<file path="src/rtl/regfile_write_arbiter_if.sv">
// Write-port bus between the two writeback requesters and the register file
// arbiter. The master side drives requests and hold; the slave side (the
// arbiter) returns readys plus the registered write/forwarding command.
interface regfile_write_arbiter_if;
    logic        hold;

    logic        req0_valid;
    logic [4:0]  req0_addr;
    logic [31:0] req0_data;
    logic        req0_ready;

    logic        req1_valid;
    logic [4:0]  req1_addr;
    logic [31:0] req1_data;
    logic        req1_ready;

    logic        RegWrite;
    logic [4:0]  WriteAddr;
    logic [31:0] WriteData;

    logic        fwd_valid;
    logic [4:0]  fwd_addr;
    logic [31:0] fwd_data;

    modport master (
        output hold,
        output req0_valid, req0_addr, req0_data,
        input  req0_ready,
        output req1_valid, req1_addr, req1_data,
        input  req1_ready,
        input  RegWrite, WriteAddr, WriteData,
        input  fwd_valid, fwd_addr, fwd_data
    );

    modport slave (
        input  hold,
        input  req0_valid, req0_addr, req0_data,
        output req0_ready,
        input  req1_valid, req1_addr, req1_data,
        output req1_ready,
        output RegWrite, WriteAddr, WriteData,
        output fwd_valid, fwd_addr, fwd_data
    );
endinterface

</file>
<file path="src/rtl/regfile_write_arbiter.sv">
// Register-file write-port arbiter: fixed priority to the main pipeline
// writeback (req0), with a saturating starvation counter that forces the
// multi-cycle unit (req1) through after STARVE_MAX consecutive losses.
// The winning command is registered and doubles as the forwarding source.
module regfile_write_arbiter #(
    parameter int STARVE_MAX = 4
) (
    input logic                    clock,
    input logic                    reset,
    regfile_write_arbiter_if.slave bus
);
    localparam logic [3:0] STARVE_LIMIT = 4'(STARVE_MAX);

    logic [3:0] starveCnt;
    logic       active;
    logic       contend0, contend1;
    logic       drop0, drop1;
    logic       grant0, grant1;

    // Classify each request (contender vs address-0 drop) and pick the winner.
    always_comb begin
        active   = reset && !bus.hold;
        contend0 = active && bus.req0_valid && (bus.req0_addr != 5'd0);
        contend1 = active && bus.req1_valid && (bus.req1_addr != 5'd0);
        drop0    = active && bus.req0_valid && (bus.req0_addr == 5'd0);
        drop1    = active && bus.req1_valid && (bus.req1_addr == 5'd0);
        grant1   = contend1 && (!contend0 || (starveCnt == STARVE_LIMIT));
        grant0   = contend0 && !grant1;
        bus.req0_ready = grant0 || drop0;
        bus.req1_ready = grant1 || drop1;
    end

    // Starvation counter: counts consecutive lost arbitrations of req1, frozen by hold.
    always_ff @(posedge clock) begin
        if (!reset) begin
            starveCnt <= 4'd0;
        end else if (!bus.hold) begin
            if (grant1 || !contend1)
                starveCnt <= 4'd0;
            else if (starveCnt < STARVE_LIMIT)
                starveCnt <= starveCnt + 4'd1;
        end
    end

    // Registered write command; address/data hold their value on idle cycles.
    always_ff @(posedge clock) begin
        if (!reset) begin
            bus.RegWrite  <= 1'b0;
            bus.WriteAddr <= 5'd0;
            bus.WriteData <= 32'd0;
        end else if (grant0) begin
            bus.RegWrite  <= 1'b1;
            bus.WriteAddr <= bus.req0_addr;
            bus.WriteData <= bus.req0_data;
        end else if (grant1) begin
            bus.RegWrite  <= 1'b1;
            bus.WriteAddr <= bus.req1_addr;
            bus.WriteData <= bus.req1_data;
        end else begin
            bus.RegWrite  <= 1'b0;
        end
    end

    // The in-flight write is visible for bypass during the cycle before commit.
    assign bus.fwd_valid = bus.RegWrite;
    assign bus.fwd_addr  = bus.WriteAddr;
    assign bus.fwd_data  = bus.WriteData;
endmodule

</file>
<file path="src/flat_wrapper.sv">
// flat-port wrapper written by rule: the top's interface ports become plain ports
module regfile_write_arbiter_flat 
#(
    parameter int STARVE_MAX = 4
)
  (clock, reset, bus_hold, bus_req0_valid, bus_req0_addr, bus_req0_data, bus_req0_ready, bus_req1_valid, bus_req1_addr, bus_req1_data, bus_req1_ready, bus_RegWrite, bus_WriteAddr, bus_WriteData, bus_fwd_valid, bus_fwd_addr, bus_fwd_data);
  regfile_write_arbiter_if bus_i ();
  input logic clock;
  input logic reset;
  input wire logic [$bits(bus_i.hold)-1:0] bus_hold;
  input wire logic [$bits(bus_i.req0_valid)-1:0] bus_req0_valid;
  input wire logic [$bits(bus_i.req0_addr)-1:0] bus_req0_addr;
  input wire logic [$bits(bus_i.req0_data)-1:0] bus_req0_data;
  output wire logic [$bits(bus_i.req0_ready)-1:0] bus_req0_ready;
  input wire logic [$bits(bus_i.req1_valid)-1:0] bus_req1_valid;
  input wire logic [$bits(bus_i.req1_addr)-1:0] bus_req1_addr;
  input wire logic [$bits(bus_i.req1_data)-1:0] bus_req1_data;
  output wire logic [$bits(bus_i.req1_ready)-1:0] bus_req1_ready;
  output wire logic [$bits(bus_i.RegWrite)-1:0] bus_RegWrite;
  output wire logic [$bits(bus_i.WriteAddr)-1:0] bus_WriteAddr;
  output wire logic [$bits(bus_i.WriteData)-1:0] bus_WriteData;
  output wire logic [$bits(bus_i.fwd_valid)-1:0] bus_fwd_valid;
  output wire logic [$bits(bus_i.fwd_addr)-1:0] bus_fwd_addr;
  output wire logic [$bits(bus_i.fwd_data)-1:0] bus_fwd_data;
  assign bus_i.hold = bus_hold;
  assign bus_i.req0_valid = bus_req0_valid;
  assign bus_i.req0_addr = bus_req0_addr;
  assign bus_i.req0_data = bus_req0_data;
  assign bus_req0_ready = bus_i.req0_ready;
  assign bus_i.req1_valid = bus_req1_valid;
  assign bus_i.req1_addr = bus_req1_addr;
  assign bus_i.req1_data = bus_req1_data;
  assign bus_req1_ready = bus_i.req1_ready;
  assign bus_RegWrite = bus_i.RegWrite;
  assign bus_WriteAddr = bus_i.WriteAddr;
  assign bus_WriteData = bus_i.WriteData;
  assign bus_fwd_valid = bus_i.fwd_valid;
  assign bus_fwd_addr = bus_i.fwd_addr;
  assign bus_fwd_data = bus_i.fwd_data;
  regfile_write_arbiter #(.STARVE_MAX(STARVE_MAX)) u_core (.clock(clock), .reset(reset), .bus(bus_i));
endmodule
</file>
<file path="config.mk">
export PLATFORM = sky130hd
export DESIGN_NAME = regfile_write_arbiter_flat
export DESIGN_NICKNAME = d
export VERILOG_FILES = /design/src/rtl/regfile_write_arbiter_if.sv /design/src/rtl/regfile_write_arbiter.sv /design/src/flat_wrapper.sv
export SDC_FILE = /design/constraint.sdc
export NUM_CORES = 1
export LEC_CHECK = 0
export ABC_CLOCK_PERIOD_IN_PS = 2750
export BUFFER_PORTS_ARGS = -buffer_cell sky130_fd_sc_hd__buf_4
export CAP_MARGIN = 5
export CORE_MARGIN = 1
export CORE_UTILIZATION = 35
export CTS_CLUSTER_SIZE = 24
export DETAILED_ROUTE_END_ITERATION = 6
export HOLD_SLACK_MARGIN = 0.02
export MAX_ROUTING_LAYER = met4
export PLACE_DENSITY = 0.7
export SLEW_MARGIN = 20
export SYNTH_ARGS = -nofsm -noshare
export SYNTH_HDL_FRONTEND = slang
export SYNTH_SLANG_ARGS = --single-unit
export TNS_END_PERCENT = 30
</file>
<file path="constraint.sdc">
create_clock -name clock -period 2.75 [get_ports clock]
set_input_delay 0.4125 -clock clock [delete_from_list [all_inputs] [get_ports clock]]
set_output_delay 0.4125 -clock clock [all_outputs]
set_load 0.03 [all_outputs]
</file>
After elaboration in Yosys (flattened, before gate mapping)

Cells that the tools add are included.
Widths: inputs -> output; s select.

Add/subtract/negate cells: 1
$lt $le $gt $ge: 1
Equal/unequal tests: 1
Multiplexer cells: 8
Bitwise operators: 1
Reduce and logical (&&, ||, !) cells: 24

Operator list:

| cell                | number |
|---|---|
| $mux 32             | 2 |
| $logic_not 5->1     | 2 |
| $mux 5              | 2 |
| $reduce_bool 5->1   | 2 |
| $logic_and 1x1->1   | 9 |
| $mux 4              | 2 |
| $add 4x1->4 const B | 1 |
| $eq 4x3->1 const B  | 1 |
| $logic_not 1->1     | 4 |
| $logic_or 1x1->1    | 4 |
| $lt 4x3->1 const B  | 1 |
| $reduce_bool 2->1   | 2 |
| $mux 1              | 2 |
| $reduce_and 2->1    | 1 |
| $not 1->1           | 1 |

Register bits: 42
Input port bits: 79
Output and inout bits: 78
Logic and storage cells: 40

Logic depth before layout (Yosys ltp)

Word-level depth: 10
Gate-level depth with buffers: 9
Gate-level depth less buffers: 6

Worst setup path before layout

OpenSTA, ideal clock, no wires.

Path kind: input port to output port
Start point: input bus_req0_addr[1]
End point: output bus_req1_ready
Arrival: 1.719 ns
Required time: 2.338 ns
Path slack: 0.619 ns
Stages on the path: 4
Buffers on the path: 0
Cell sequence: or4_4 -> o211ai_1 -> nor2_1 -> nor2_1

Word-level cells in the longest chain between the ends: 6

RTL lines:

| element           | RTL line                    | text |
|---|---|---|
| start, declared   | flat_wrapper.sv:12          | `input wire logic [$bits(bus_i.req0_addr)-1:0] bus_req0_addr;` |
| $reduce_bool 5->1 | regfile_write_arbiter.sv:23 | `contend0 = active && bus.req0_valid && (bus.req0_addr != 5'd0);` |
| $logic_and 1x1->1 | regfile_write_arbiter.sv:23 |  |
| $logic_not 1->1   | regfile_write_arbiter.sv:27 | `grant1 = contend1 && (!contend0 \|\| (starveCnt == STARVE_LIMIT));` |
| $logic_or 1x1->1  | regfile_write_arbiter.sv:27 |  |
| $logic_and 1x1->1 | regfile_write_arbiter.sv:27 |  |
| $logic_or 1x1->1  | regfile_write_arbiter.sv:30 | `bus.req1_ready = grant1 \|\| drop1;` |
| end, declared     | flat_wrapper.sv:18          | `output wire logic [$bits(bus_i.req1_ready)-1:0] bus_req1_ready;` |

No other way between the ends.

Worst setup path in the final report

Ends and elaborated chain as after synthesis.

==> qor.csv <==
stage,metric,value,unit
floorplan,die_height,87.7,microns
cts,cts_max_level,2,
final_layout,drive_gt1_share,47.5,%
sta,period_minus_slack,2.23,ns
synthesis,ys_warn_count,0,
sta,period_share,81.2,%
final_layout,final_common_cell,buf_4,
sta,rsz0062_at_grt,false,
run,timing.max_cap.violations,0,
sta,finalSetupViolations,0,
setup_path,cp-end-kind,primary output,
synthesis,yosys_register_bits,42,
cts,cts_tree,done,
cts,insertion_delay,0.29,ns
synthesis,syn-num-nets,381,
grt,grt_pass1_vias,2496,
floorplan,start_util,37.0,%
placement,dpl_cell_area,3460,sq um
setup_path,cp_slowest_cell,or4_4,
grt,antenna_found_initial,0,
grt,grt_use_total,20.6,%
cts,clock-sinks,42,
routing,first_pass_iters,4,
sta,worst_slack,0.516,ns
pwr,power_density,536,nW/um^2
synthesis,ys_seq_area_share,32.7,%
sta,fin_skew,0.00710,ns
floorplan,rows,30,
routing,num_vias,2707,
setup_path,cp.required,2.34,ns
cts,clockBufferDepth,2,
grt,grt-ovfl-total,0,
sta,tightest_slew,0.830,ns
final_layout,final_cell_mix,"buf_4 (163), dfxtp_1 (42), a211oi_1 (37), a31oi_1 (37)",
final_layout,diodes,0,
pwr,finalPower,1.90,mW
synthesis,synthCells,300,
setup_path,cp_slowest_stage_delay,0.55,ns
pwr,power_leakage,1.52,nW
sta,maxSlewViolCount,0,
sta,slew-limit-headroom,44.6,%
placement,dpl.hpwl,5.49,mm
setup_path,setup.worst_path.start_class,input pin,
hold_path,hold_class,in -> reg,
routing,via_per_inst,5.44,
cts,numCtsBuffers,5,
placement,portBuffers,156,
floorplan,die_w,87.7,microns
routing,drc,0,
final_layout,fin_nets,482,
pwr,ir_drop,0.000199,V
sta,fin_tns_setup,0,ns
sta,fmax,448,MHz
cts,clockRootBuffer,clkbuf_8,
routing,avgRoutedWirePerCell,15.6,microns
synthesis,netlist-cell-type-count,33,
setup_path,crit_fanout,4,
floorplan,io_pins,157,
setup_path,crit_type,in -> out,
routing,drt_iter0_markers,171,
grt,grt_pass1_wl,12.2,mm
synthesis,synth_area,2570,sq um
cts,cts_resized,0,
placement,place_ws,0.246,ns
cts,postCtsSetupBuffers,0,
sta,finalHoldViolCount,0,
floorplan,core,6940,sq um
grt,grt_max_degree,44,
setup_path,worst-endpoint-arrival,1.82,ns
cts,clk_pin_slew,0.08,ns
routing,antenna_left,0,
final_layout,nFillCells,684,
cts,holdBufCountCts,0,
routing,wl,7.76,mm
outcome,status,completed,
final_layout,syn_to_final_growth,38.1,%
setup_path,crit_chain,"buf_4, or4_4, o211ai_1, nor2_1, nor2_1, buf_4",
floorplan,dieArea,7690,sq um
final_layout,design_area,3550,sq um
placement,globalplace.congestion,0.763,
synthesis,synth.avg_cell_area,8.57,sq um
==> flip-flops by register name, indices dropped and copies added, names as in the netlist <==
register,count
u_core.bus.WriteData,32
u_core.bus.WriteAddr,5
u_core.bus.RegWrite,1
u_core.starveCnt,4
==> path summary, 6_finish.rpt <==
kind | start | endpoint | slack, ns | depth (start not counted)
min reg2reg | u_core.starveCnt[1] | u_core.starveCnt[1] | 0.50 | 2
max | bus_req0_addr[1] | bus_req1_ready | 0.52 | 6
max reg2reg | u_core.starveCnt[0] | u_core.starveCnt[1] | 0.92 | 5
min | bus_req0_data[11] | u_core.bus.WriteData[11] | 0.39 | 3
==> where the power goes <==
part	internal [mW]	total (mW)	switching (mW)	leakage, nW
clock	0.180	0.401	0.221	0.0452
combinational	0.312	0.761	0.450	1.12
sequential	0.679	0.741	0.0615	0.350
total	1.17	1.90	0.732	1.52
==> through the flow <==
stage	instances	util [%]	hold slack (ns)
5_1_grt	498	51.1	0.395
2_1_floorplan	300	-	0.468
3_3_place_gp	490	49.9	0.484
6_report	498	51.1	0.388
3_5_place_dp	490	49.9	0.492
4_1_cts	498	51.1	0.382
==> final cells by class <==
cell class              instances  area (sq um)  share of cell area (%)
repair buffers                165          1260                    35.6
well taps                      96           120                    3.39
clock inverters                 2          13.8                   0.388
inverters                       3          11.3                   0.317
clock buffers                   6          72.6                    2.05
flip-flops and latches         42           841                    23.7
multi-input cells             184          1230                    34.6
==> synth_stat cells <==
cell type	n	area [sq um]
a31oi_1	37	231
a21oi_2	1	8.76
or4_1	2	15.0
nand3b_1	2	15.0
a21boi_0	2	15.0
nor2_1	5	18.8
buf_2	7	35.0
o21ai_1	14	70.1
buf_4	40	300
nand3_1	27	135
o211ai_1	1	7.51
o211a_1	1	10.0
a211oi_1	37	278
nand3_2	10	100
buf_6	11	124
o21ai_0	27	135
o221a_2	1	11.3
nand2_1	2	7.51
o21a_1	2	15.0
o21ai_2	2	17.5
buf_8	1	15.0
nor4_1	1	6.26
and4b_1	1	10.0
and3b_1	1	8.76
or4_4	1	11.3
nor3b_1	1	7.51
a21boi_2	1	11.3
ha_1	2	25.0
inv_1	3	11.3
dfxtp_1	42	841
or4b_2	1	10.0
a211o_1	2	17.5
clkbuf_1	12	45.0
==> critical path: cells and delay by family <==
| kind | cells | cell delay [ns] |
|---|---|---|
| simple gates | 3 | 0.77 |
| compound gates | 1 | 0.34 |
| buf+inv | 2 | 0.29 |
==> layer usage <==
layer,global-route usage (%),routed length [microns],vias up
li1,-,-,1296
met1,26.6,3460,1277
met2,33.2,3710,128
met3,3.58,531,6
met4,5.07,66,0
met5,-,0,-
==> kinds of logic (layout without fill, tap and decap cells) <==
group                    after synthesis  in the layout  synth area share, %
flip-flops                            42             42                 32.7
AO/OA/AOI/OAI                        128            128                 32.2
AND/OR/NAND/NOR                       54             54                 13.4
buffers and inverters                 74            176                 20.6
adder cells (fa/ha/maj)                2              2                0.974
No activity file was read; power rests on OpenSTA's default activity.
